--- config.mk ---
export PLATFORM = sky130hd
export DESIGN_NAME = cluster_readout_scheduler
export DESIGN_NICKNAME = d
export VERILOG_FILES = /design/src/rtl/cluster_readout_scheduler.sv
export SDC_FILE = /design/constraint.sdc
export NUM_CORES = 1
export LEC_CHECK = 0
export ABC_AREA = 1
export CAP_MARGIN = 10
export CORE_MARGIN = 2
export CORE_UTILIZATION = 35
export CTS_BUF_LIST = sky130_fd_sc_hd__clkbuf_8
export CTS_CLUSTER_SIZE = 20
export DETAILED_ROUTE_END_ITERATION = 16
export GPL_TIMING_DRIVEN = 0
export REMOVE_ABC_BUFFERS = 1
export SYNTH_ARGS = -nofsm -noshare
export SYNTH_HDL_FRONTEND = slang
export SYNTH_SLANG_ARGS = --single-unit
export TNS_END_PERCENT = 100
--- constraint.sdc ---
create_clock -name clock4x -period 2.35 [get_ports clock4x]
set_clock_uncertainty 0.2 [all_clocks]
set_input_delay 0.235 -clock clock4x [delete_from_list [all_inputs] [get_ports clock4x]]
set_output_delay 0.235 -clock clock4x [all_outputs]
set_load 0.005 [all_outputs]
--- src/rtl/cluster_readout_scheduler.sv ---
// Cluster readout scheduler: tags each bunch crossing with its BX number, delays the
// tag to line up with the cluster counter output, and turns each nonzero count into
// a single-entry packer request with overflow and drop statistics.
module cluster_readout_scheduler #(
    parameter int CNT_LATENCY  = 4,
    parameter int MAX_CLUSTERS = 8,
    parameter int BX_MAX       = 3563
) (
    input  logic        clock4x,
    input  logic        reset_n,
    input  logic        bx_strobe,
    input  logic        bc0,
    input  logic [7:0]  cnt,
    input  logic        enable,
    input  logic        pack_ready,
    input  logic        ovf_clear,
    output logic        pack_start,
    output logic [3:0]  pack_num,
    output logic [11:0] pack_bx,
    output logic        pack_ovf,
    output logic [15:0] ovf_count,
    output logic [15:0] drop_count,
    output logic        busy
);

    localparam logic [11:0] LP_BX_MAX = 12'(BX_MAX);
    localparam logic [7:0]  LP_MAXC8  = 8'(MAX_CLUSTERS);
    localparam logic [3:0]  LP_MAXC4  = 4'(MAX_CLUSTERS);

    typedef enum logic {ST_IDLE, ST_PEND} state_t;

    state_t                       r_state;
    logic [11:0]                  r_bx;
    logic [CNT_LATENCY-1:0]       r_strb_p;
    logic [CNT_LATENCY-1:0][11:0] r_bx_p;
    logic                         r_pack_start;
    logic [3:0]                   r_pack_num;
    logic [11:0]                  r_pack_bx;
    logic                         r_pack_ovf;
    logic                         r_busy;
    logic [15:0]                  r_ovf_count;
    logic [15:0]                  r_drop_count;

    logic [11:0] w_bx_next;
    logic        w_cap;
    logic        w_xfer;
    logic        w_cnt_nz;
    logic        w_cnt_ovf;
    logic [3:0]  w_num;
    logic        w_drop;

    // Counters stick at full scale instead of wrapping.
    function automatic logic [15:0] sat_inc(input logic [15:0] v);
        return (v == 16'hFFFF) ? v : v + 16'd1;
    endfunction

    assign w_bx_next = bc0 ? 12'd0 : ((r_bx == LP_BX_MAX) ? 12'd0 : r_bx + 12'd1);
    assign w_cap     = r_strb_p[CNT_LATENCY-1] & enable;
    assign w_xfer    = r_pack_start & pack_ready;
    assign w_cnt_nz  = |cnt;
    assign w_cnt_ovf = (cnt > LP_MAXC8);
    assign w_num     = w_cnt_ovf ? LP_MAXC4 : cnt[3:0];
    assign w_drop    = w_cap & (r_state == ST_PEND) & ~w_xfer;

    // BX counter and the strobe/tag delay line that aligns the tag with cnt.
    always_ff @(posedge clock4x or negedge reset_n) begin
        if (!reset_n) begin
            r_bx     <= '0;
            r_strb_p <= '0;
            r_bx_p   <= '0;
        end else begin
            if (bx_strobe) begin
                r_bx <= w_bx_next;
            end
            r_strb_p[0] <= bx_strobe;
            r_bx_p[0]   <= w_bx_next;
            for (int i = 1; i < CNT_LATENCY; i++) begin
                r_strb_p[i] <= r_strb_p[i-1];
                r_bx_p[i]   <= r_bx_p[i-1];
            end
        end
    end

    // Request FSM: a capture always refreshes the payload; a zero count retires the request.
    always_ff @(posedge clock4x or negedge reset_n) begin
        if (!reset_n) begin
            r_state      <= ST_IDLE;
            r_pack_start <= 1'b0;
            r_busy       <= 1'b0;
            r_pack_num   <= '0;
            r_pack_bx    <= '0;
            r_pack_ovf   <= 1'b0;
        end else begin
            case (r_state)
                ST_IDLE: begin
                    if (w_cap && w_cnt_nz) begin
                        r_state      <= ST_PEND;
                        r_pack_start <= 1'b1;
                        r_busy       <= 1'b1;
                    end
                end
                ST_PEND: begin
                    if ((w_cap && !w_cnt_nz) || (!w_cap && w_xfer)) begin
                        r_state      <= ST_IDLE;
                        r_pack_start <= 1'b0;
                        r_busy       <= 1'b0;
                    end
                end
                default: begin
                    r_state      <= ST_IDLE;
                    r_pack_start <= 1'b0;
                    r_busy       <= 1'b0;
                end
            endcase
            if (w_cap) begin
                r_pack_num <= w_num;
                r_pack_bx  <= r_bx_p[CNT_LATENCY-1];
                r_pack_ovf <= w_cnt_ovf;
            end
        end
    end

    // Overflow and drop statistics; a clear wins over a same-cycle increment.
    always_ff @(posedge clock4x or negedge reset_n) begin
        if (!reset_n) begin
            r_ovf_count  <= '0;
            r_drop_count <= '0;
        end else if (ovf_clear) begin
            r_ovf_count  <= '0;
            r_drop_count <= '0;
        end else begin
            if (w_cap && w_cnt_ovf) begin
                r_ovf_count <= sat_inc(r_ovf_count);
            end
            if (w_drop) begin
                r_drop_count <= sat_inc(r_drop_count);
            end
        end
    end

    assign pack_start = r_pack_start;
    assign pack_num   = r_pack_num;
    assign pack_bx    = r_pack_bx;
    assign pack_ovf   = r_pack_ovf;
    assign busy       = r_busy;
    assign ovf_count  = r_ovf_count;
    assign drop_count = r_drop_count;

endmodule

==> results of run 1 <==
## what timing repair did
action                                  4_1_cts  5_1_grt
hold buffers                                  1        0
gates resized for setup                       1        1
endpoints found under the setup margin       20       23
hold endpoints to repair                    115        0
## stage by stage
step / cell area [um^2] / TNS, ns
floorplan: 5034 / 0
global placement: 5914 / -417.08
detailed placement: 5943 / -11.39
CTS: 6376 / 0
global route: 6379 / 0
finish: 6379 / 0
## cell usage in the layout (no fill, tap or decap), drive strengths merged
master	n
a21oi	3
ha	3
a21o	1
or2	1
clkbuf	20
clkinv	6
nand2	201
bufinv	2
and3	2
nand3	39
nand4	21
clkinvlp	2
o21ai	39
dlygate4sd3	1
xnor2	2
o21bai	8
xor2	10
nor2	67
buf	2
dfrtp	115
nand3b	3
inv	47
clkdlybuf4s50	64
o31ai	1
## power groups by stage
stage	logic [mW]	clock network, mW	registers (mW)
5_1_grt	0.336	2.07	2.10
3_3_place_gp	0.289	0	2.12
3_5_place_dp	0.301	0	2.13
6_report	0.296	1.92	2.09
2_1_floorplan	0.121	0	2.12
4_1_cts	0.305	1.98	2.09
## routing by layer
metal / GRT usage, % / up-vias
li1: - / 1997
met1: 18.48 / 1877
met2: 22.28 / 65
met3: 4.365 / 12
met4: 5.686 / 0
met5: 0 / -
## how the worst min path moves through the flow
stage | startpoint | to | slack [ns] | cells past startpoint
floorplan | reset_n | busy$_DFFE_PN0P_ | -0.26 | 0
global placement | r_bx_p[16]$_DFF_PN0_ | r_bx_p[28]$_DFF_PN0_ | 0.13 | 0
detailed placement | reset_n | r_bx_p[13]$_DFF_PN0_ | -0.007 | 1
CTS | reset_n | r_bx_p[0]$_DFF_PN0_ | 0.06 | 2
global route | reset_n | r_bx_p[0]$_DFF_PN0_ | 0.08 | 2
finish | reset_n | r_bx_p[0]$_DFF_PN0_ | 0.08 | 2
## flip-flops by register name (all words and copies together), names as in the netlist, 4 cells and up
signal / flops
drop_count: 16
ovf_count: 16
pack_bx: 12
pack_num: 4
r_bx: 12
r_bx_p: 48
r_strb_p: 4
## Yosys cell counts, types with 4 or more instances
cell      instances
nor2_1           61
nand2_1         193
o21ai_2          17
xor2_1           10
dfrtp_1         115
nand3_1          37
o21ai_1           8
clkbuf_1          5
nand4_1          21
nand2_2           6
inv_1            40
nor2_4            4
buf_2             4
o21ai_0          14
o21bai_1          7
## cells by family (layout without fill, tap and decap cells)
logic type,Yosys count,in the layout,share of synthesized area (%)
buffers and inverters,59,144,5.333
and+or+nand+nor,334,334,28.93
AOI/OAI and AO/OA,52,52,6.941
adders and majority gates,3,3,0.7307
DFF,115,115,56.02
xor gates and xnor gates,12,12,2.046
## layout make-up
type | instances | area [um^2] | area share [%]
clock buffer | 20 | 275.3 | 4.315
clock inverter | 12 | 145.1 | 2.275
inverter | 45 | 172.7 | 2.707
multi-input combinational | 401 | 1988 | 31.17
sequential | 115 | 2878 | 45.12
tap | 184 | 230.2 | 3.609
timing repair buffer | 67 | 689.4 | 10.81
==> impl_metrics.yaml, run 1 <==
status:
  run_status: "finished, final reports clean"
cells_and_area:
  layout-drive-gt1-share_pct: 11.52
  fillers: 1376
  n_antenna_cell: 0
  final_util_pct: 44.22
  stdcell_count: 844
  syn_to_final_growth_pct: 24.16
  nNetsFinal: 665
die:
  die_w_um: 125.2
  coreArea_um2: 14420
  die_y_um: 125.2
  io_pins: 66
  rows: 44
  start_util_pct: 35.62
  dieArea_um2: 15660
critical_path:
  arrival_ns: 2.08
  path_max_fanout: 27
  critPathCaptureType: "flop"
  r2r_slack_ns: 0.39
  start_kind: "flop"
  path_cells: "nand2_2 > inv_4 > nand2_1 > o21bai_2 > nand2_8 > nand2_1 > o21ai_1"
  crit_type: "flop to flop"
  critical_path_buf_inv_count: 1
  path_delay_family: "simple AND/OR/NAND/NOR gates"
  crit_cells: 7
  reg2reg_depth: 7
  slowest_delay_ns: 0.36
  r2r_end: "ovf_count[9]$_DFFE_PN0P_"
  crit_slowest_cell: "dfrtp_1"
  critical_path.startpoint: "r_strb_p[3]$_DFF_PN0_"
  crit_path_end: "ovf_count[9]$_DFFE_PN0P_"
  r2r-start: "r_strb_p[3]$_DFF_PN0_"
  crit_required_ns: 2.47
  cp_common_cell: "nand2_1"
drt:
  dr_wl_met2_mm: 4.981
  via_per_inst: 4.681
  drt_iter0_drc: 259
  dr.pass1.iters: 4
  drc: 0
  met1Wirelength_mm: 5.001
  routed_wl_mm: 10.47
  highest_layer: "met4"
  post_drt_wl_per_cell_um: 12.41
  postRouteAntennaNets: 0
  met3_length_um: 358
  vias: 3951
power_and_ir_drop:
  switchingPower_mw: 1.086
  internal_power_mw: 3.212
  swShare_pct: 25.27
  vdd_drop_max_mv: 0.2831
  p_per_area_nw_per_um2: 673.9
  p_comb_share_pct: 6.9
  p_total_mw: 4.299
  seqPwrFrac_pct: 48.6
  power_frac_clock_pct: 44.6
  leakagePower_nw: 2.950
sta:
  fmax_mhz: 509.6
  slew_viol_final: 0
  setup_viol: 0
  min_period_ns: 1.962
  holdWs_ns: 0.08335
  rsz0062_at_grt: "false"
  finalCritPeriodShare_pct: 83.50
  tightestPinTransition_ns: 0.6168
  max_slew_margin_pct: 58.82
  finalHoldViolCount: 0
  post-route-worst-setup-slack_ns: 0.3877
synth:
  yosys_warnings: 0
  synth_edf_count: 0
  synthDistinctLibCells: 37
  syn_area_per_cell_um2: 8.935
  netlist_top_cells_area: "dfrtp_1 (56%), nand2_1 (14%), nor2_1 (4.5%), nand3_1 (3.6%), inv_1 (2.9%)"
  syn_area_um2: 5137
  synth_seq_area_share_pct: 56.02
  synthArstFlopShare_pct: 100.0
  synth-seq-cells: 115
  yosysTopAreaCell: "dfrtp_1"
  synth_cells: 575
  synth.top_cell.area_share_pct: 56.02
  ys.flop_type: "dfrtp_1"
placement:
  place_ws_ns: -0.4177
  hpwl_mm: 7.168
  place_inst: 811
  place.gp.congestion: 0.8499
  port_buffers: 65
grt:
  grt_pass1_wl_mm: 18.00
  grt_antenna_before_repair: 0
  overflow: 0
  grt_max_degree: 74
  grt_pass1_vias: 3766
  track_usage_pct: 14.21
clock_network:
  cts_tree: "built"
  cts_buffer_depth: 2
  clk_pin_slew_ns: 0.08
  cts.sinks: 115
  post_cts_buffers: 0
  ctsRootBufferMaster: "clkbuf_8"
  insertion_delay_ns: 0.44
  h-tree-depth: 4
  cts_buffers: 17
flow_run:
  cap_violations: 0
min_path:
  worstHoldPathType: "input pin to asynchronous set/reset pin"
Power figures use the tool's default switching activity.
==> run 2: changes to the inputs <==
Clock period 2.35 ns to 1.7 ns, I/O delays scaled along.
==> run 2 against run 1 <==
- the flow now finishes with violations (hold timing, setup timing)
- worst hold slack got worse by 0.096 ns
- via count rose by 10%
- sequential cell count did not move
- worst setup slack got worse by 0.47 ns
- highest routed layer unchanged
- first-iteration DRC count rose by 25%
- non-clock buffer count rose by 79
- critical path type unchanged
- cell count rose by 10%
- wire length rose by 18%
- design area rose by 17%
==> impl_metrics.yaml, run 2 (synthesis results as in run 1) <==
drt:
  post_drt_wl_per_cell_um: 13.31
  dr.pass1.iters: 4
  via_per_inst: 4.699
  highest_layer: "met4"
  vias: 4365
  met3_length_um: 470
  met1Wirelength_mm: 5.516
  drt_iter0_drc: 323
  routed_wl_mm: 12.37
  postRouteAntennaNets: 0
  dr_wl_met2_mm: 6.119
  drc: 0
critical_path:
  crit_type: "flop to flop"
  path_cells: "buf_12 > ha_4 > inv_4 > nor2_4 > nand2_2 > nand3b_4 > nand2_8 > buf_12 > nand2_1 > o21ai_1"
  crit_cells: 10
  crit_slowest_cell: "dfrtp_1"
  cp_common_cell: "buf_12"
  r2r-start: "drop_count[1]$_DFFE_PN0P_"
  crit_required_ns: 1.86
  r2r_slack_ns: -0.08
  path_max_fanout: 5
  critical_path_buf_inv_count: 3
  arrival_ns: 1.94
  critical_path.startpoint: "drop_count[1]$_DFFE_PN0P_"
  slowest_delay_ns: 0.41
  reg2reg_depth: 10
  r2r_end: "drop_count[1]$_DFFE_PN0P_"
  path_delay_family: "simple AND/OR/NAND/NOR gates"
  critPathCaptureType: "flop"
  start_kind: "flop"
  crit_path_end: "drop_count[1]$_DFFE_PN0P_"
die:
  die_y_um: 125.2
  dieArea_um2: 15660
  rows: 44
  die_w_um: 125.2
  io_pins: 66
  start_util_pct: 35.62
  coreArea_um2: 14420
clock_network:
  insertion_delay_ns: 0.44
  cts_buffers: 17
  cts_buffer_depth: 2
  h-tree-depth: 4
  ctsRootBufferMaster: "clkbuf_8"
  clk_pin_slew_ns: 0.08
  cts_hold_buf: 4
  cts_tree: "built"
  cts.sinks: 115
power_and_ir_drop:
  vdd_drop_max_mv: 0.3973
  p_per_area_nw_per_um2: 823.6
  leakagePower_nw: 3.950
  p_total_mw: 6.168
cells_and_area:
  layout_commonest_cell: "nand2_1"
  nNetsFinal: 750
  n_antenna_cell: 0
  top_register: "r_bx_p"
  syn_to_final_growth_pct: 45.76
  final_cell_mix: "nand2_1 (164), dfrtp_1 (91), buf_4 (69), nor2_1 (47), inv_1 (36)"
  stdcell_count: 929
  largest_register_ffs: 48
  layout-drive-gt1-share_pct: 32.21
sta:
  finalCritPeriodShare_pct: 104.7
  tightestPinTransition_ns: 0.6475
  slew_viol_final: 0
  max_slew_margin_pct: 56.76
  min_period_ns: 1.779
  finalHoldViolCount: 13
  holdWs_ns: -0.01231
  setup_viol: 15
  rsz0062_at_grt: "true"
  post-route-worst-setup-slack_ns: -0.07926
  fmax_mhz: 562.0
status:
  violations: "hold timing, setup timing"
  run_status: "finished, violations left"
flow_run:
  cap_violations: 0
grt:
  track_usage_pct: 16.19
  overflow: 0
  grt_max_degree: 74
  grt_pass1_wl_mm: 20.36
  grt_antenna_before_repair: 0
  grt_pass1_vias: 4185
placement:
  place.gp.congestion: 0.8499
  port_buffers: 65
  place_inst: 811
  hpwl_mm: 7.168
min_path:
  worstHoldPathType: "input pin to asynchronous set/reset pin"
[run 2: cell count changes in the layout (fill, tap and decap cells not counted), sizes merged]
cell / previous run / this run
buf: 2 / 78
nand2: 201 / 207
dlygate4sd3: 1 / 3
clkdlybuf4s50: 64 / 14
inv: 47 / 48
clkdlybuf4s15: 0 / 1
dlymetal6s2s: 0 / 17
clkinv: 6 / 5
dlygate4sd2: 0 / 32
dlymetal6s4s: 0 / 1
[run 2: worst min path at each step]
stage | startpoint | end | slack (ns)
floorplan | reset_n | busy$_DFFE_PN0P_ | -0.33
global placement | r_bx_p[16]$_DFF_PN0_ | r_bx_p[28]$_DFF_PN0_ | 0.13
detailed placement | reset_n | r_bx_p[13]$_DFF_PN0_ | -0.07
CTS | reset_n | r_bx[8]$_DFFE_PN0P_ | -0.03
global route | reset_n | r_bx[8]$_DFFE_PN0P_ | -0.02
finish | reset_n | r_bx[8]$_DFFE_PN0P_ | -0.01
[run 2: stage by stage]
stage	util, %	TNS [ns]	worst slack (ns)	instance area, um^2
after detailed placement	41.20	-39.82	-1.003	5943
after global placement	41.00	-511.50	-4.141	5914
after floorplan	-	-2.224	-0.1388	5034
after global routing	51.92	-3.250	-0.1527	7488
final	51.92	-0.6409	-0.07926	7488
after CTS	48.75	-0.6279	-0.05602	7032
[run 2: timing repair]
item / in CTS / in global routing
pin swaps: 16 / 24
buffers inserted: 55 / 22
cloned: 5 / 1
hold endpoints to repair: 115 / 25
setup endpoints to repair: 103 / 73
gates resized for setup: 85 / 94
[run 2: layout make-up]
| cell class | count | area, um^2 |
|---|---|---|
| clock buffers | 20 | 275.3 |
| flip-flops and latches | 115 | 2908 |
| inverters | 45 | 191.4 |
| multi-input cells | 407 | 2382 |
| fillers | 1297 | 6935 |
| clock inverters | 12 | 145.1 |
| repair buffers | 146 | 1356 |
| well taps | 184 | 230.2 |
[run 2: report_power, final]
| group | total, mW | internal, mW | leakage (nW) | switching [mW] |
|---|---|---|---|---|
| Clock | 2.66 | 1.45 | 0.207 | 1.21 |
| Sequential | 2.88 | 2.82 | 1.53 | 0.0589 |
| Combinational | 0.626 | 0.283 | 2.21 | 0.342 |
[run 2: per-layer routing]
metal  vias to the layer above  GRT usage [%]
met3                        23          4.621
met5                         -              0
li1                       2169              -
met1                      2090          20.64
met4                         0          6.863
met2                        83          25.93
==> run 3: changes to the inputs <==
Settings changed: CORE_UTILIZATION 35 to 45, PLACE_DENSITY set to 0.7.
==> run 3 against run 2 <==
- the run ends with setup timing left
- largest power group unchanged
- worst setup slack better by 0.026 ns
- largest cell class unchanged
- fmax is 1.5% higher
- highest routed layer unchanged
- power shrank 2.7%
- register-to-register slack better by 0.03 ns
==> impl_metrics.yaml, run 3 (synthesis results as in run 1) <==
cells_and_area:
  top_register: "r_bx_p"
  largest_register_ffs: 48
  layout_commonest_cell: "nand2_1"
  nNetsFinal: 752
  multi_input_area_um2: 2364
  n_antenna_cell: 0
  final_cell_mix: "nand2_1 (165), dfrtp_1 (94), buf_4 (76), nor2_1 (46), inv_1 (38)"
  fillers: 855
  seq_area_um2: 2904
  syn_to_final_growth_pct: 43.62
  layout-drive-gt1-share_pct: 31.77
  final_util_pct: 65.46
critical_path:
  critPathCaptureType: "flop"
  arrival_ns: 1.88
  path_max_fanout: 4
  crit_path_end: "r_bx_p[5]$_DFF_PN0_"
  crit_required_ns: 1.83
  r2r-start: "r_bx[1]$_DFFE_PN0P_"
  cp_common_cell: "nand2_2"
  reg2reg_depth: 7
  crit_slowest_cell: "dfrtp_1"
  path_cells: "ha_4 > nand2_2 > nor2_2 > nand4_1 > nand2_2 > a21oi_2 > buf_4"
  start_kind: "flop"
  r2r_slack_ns: -0.05
  r2r_end: "r_bx_p[5]$_DFF_PN0_"
  slowest_delay_ns: 0.42
  crit_type: "flop to flop"
  critical_path.startpoint: "r_bx[1]$_DFFE_PN0P_"
placement:
  hpwl_mm: 6.920
  place.gp.congestion: 0.8616
  place_ws_ns: -0.9270
  port_buffers: 65
grt:
  grt_max_degree: 77
  grt_pass1_vias: 4347
  track_usage_pct: 20.47
  grt_pass1_wl_mm: 20.15
  grt_antenna_before_repair: 0
  overflow: 0
die:
  io_pins: 66
  coreArea_um2: 11270
  dieArea_um2: 12290
  die_w_um: 110.9
  die_y_um: 110.9
  start_util_pct: 45.58
  rows: 39
status:
  run_status: "finished, violations left"
  violations: "setup timing"
drt:
  drt_iter0_drc: 322
  post_drt_wl_per_cell_um: 15.04
  postRouteAntennaNets: 0
  vias: 4619
  drc: 0
  dr.pass1.iters: 5
  via_per_inst: 5.196
  routed_wl_mm: 13.37
flow_run:
  cap_violations: 0
sta:
  holdWs_ns: 0.06154
  max_slew_margin_pct: 59.48
  finalCritPeriodShare_pct: 103.1
  setup_viol: 15
  finalHoldViolCount: 0
  rsz0062_at_grt: "true"
  slew_viol_final: 0
  fmax_mhz: 570.5
  min_period_ns: 1.753
  tns_ns: -0.5098
  post-route-worst-setup-slack_ns: -0.05283
  tightestPinTransition_ns: 0.6058
clock_network:
  clk_pin_slew_ns: 0.07
  h-tree-depth: 4
  ctsRootBufferMaster: "clkbuf_8"
  cts_buffer_depth: 2
  insertion_delay_ns: 0.44
  cts_buffers: 17
  cts.sinks: 115
  cts_tree: "built"
power_and_ir_drop:
  leakagePower_nw: 3.909
  swShare_pct: 25.97
  seqPwrFrac_pct: 48.1
  p_per_area_nw_per_um2: 812.9
  switchingPower_mw: 1.557
  p_comb_share_pct: 10.6
  power_frac_clock_pct: 41.4
  p_total_mw: 5.998
  internal_power_mw: 4.441
  vdd_drop_max_mv: 0.3784
min_path:
  worstHoldPathType: "input pin to asynchronous set/reset pin"
==> run 3: cell types whose count changed in the layout (fill, tap and decap cells not counted), sizes merged, moves of 2 or more <==
cell           before  now
buf                78   83
clkbuf             20   18
clkdlybuf4s50      14   24
dlygate4sd2        32   23
dlygate4sd3         3    1
==> run 3: worst min path at each step <==
| stage | startpoint | end | slack [ns] | cells past startpoint |
|---|---|---|---|---|
| after floorplan | reset_n | busy$_DFFE_PN0P_ | -0.33 | 0 |
| after global placement | r_bx_p[0]$_DFF_PN0_ | r_bx_p[12]$_DFF_PN0_ | 0.13 | 0 |
| after detailed placement | reset_n | r_bx[0]$_DFFE_PN0P_ | -0.006 | 1 |
| after CTS | reset_n | r_bx[0]$_DFFE_PN0P_ | 0.06 | 2 |
| after global routing | reset_n | r_bx[0]$_DFFE_PN0P_ | 0.10 | 2 |
| final | reset_n | r_bx[0]$_DFFE_PN0P_ | 0.06 | 2 |
==> run 3: critical path: cells and delay by family (launching register included) <==
kind	cells	cell delay, ns
AO/OA/AOI/OAI	1	0.06
adder cells (fa/ha/maj)	1	0.20
buffers and inverters	1	0.14
flip-flops	1	0.42
AND/OR/NAND/NOR	4	0.61
==> run 3: area by class of cell <==
class / count / area share [%]
timing repair buffer: 148 / 18.38
clock inverter: 13 / 1.848
multi-input combinational: 407 / 32.03
tap: 143 / 2.425
sequential: 115 / 39.36
clock buffer: 18 / 3.358
inverter: 45 / 2.595
==> run 3: power by group through the flow <==
stage | sequential (mW) | clock, mW | combinational (mW)
floorplan | 2.93 | 0 | 0.168
global placement | 2.93 | 0 | 0.393
detailed placement | 2.94 | 0 | 0.411
CTS | 2.88 | 2.53 | 0.528
global route | 2.89 | 2.67 | 0.684
finish | 2.88 | 2.48 | 0.633
==> run 3: per-stage QoR <==
| stage | cell area [um^2] | instances |
|---|---|---|
| CTS | 6863 | 860 |
| detailed placement | 5888 | 770 |
| global route | 7378 | 889 |
| floorplan | 5034 | 561 |
| finish | 7378 | 889 |
| global placement | 5863 | 769 |
==> run 3: repair_timing <==
action / 4_1_cts / 5_1_grt
pin swaps: 12 / 31
endpoints found under the hold margin: 45 / 0
hold buffers: 1 / 0
setup endpoints to repair: 88 / 64
resized for setup: 64 / 96
buffers inserted: 53 / 28
cloned: 5 / 1
==> run 3: per-layer routing <==
layer	up-vias	wire length, um	track usage [%]
met3	53	694	4.593
met4	0	460	10.75
met2	178	6715	33.54
met1	2213	5496	25.44
li1	2175	-	-
met5	-	0	0
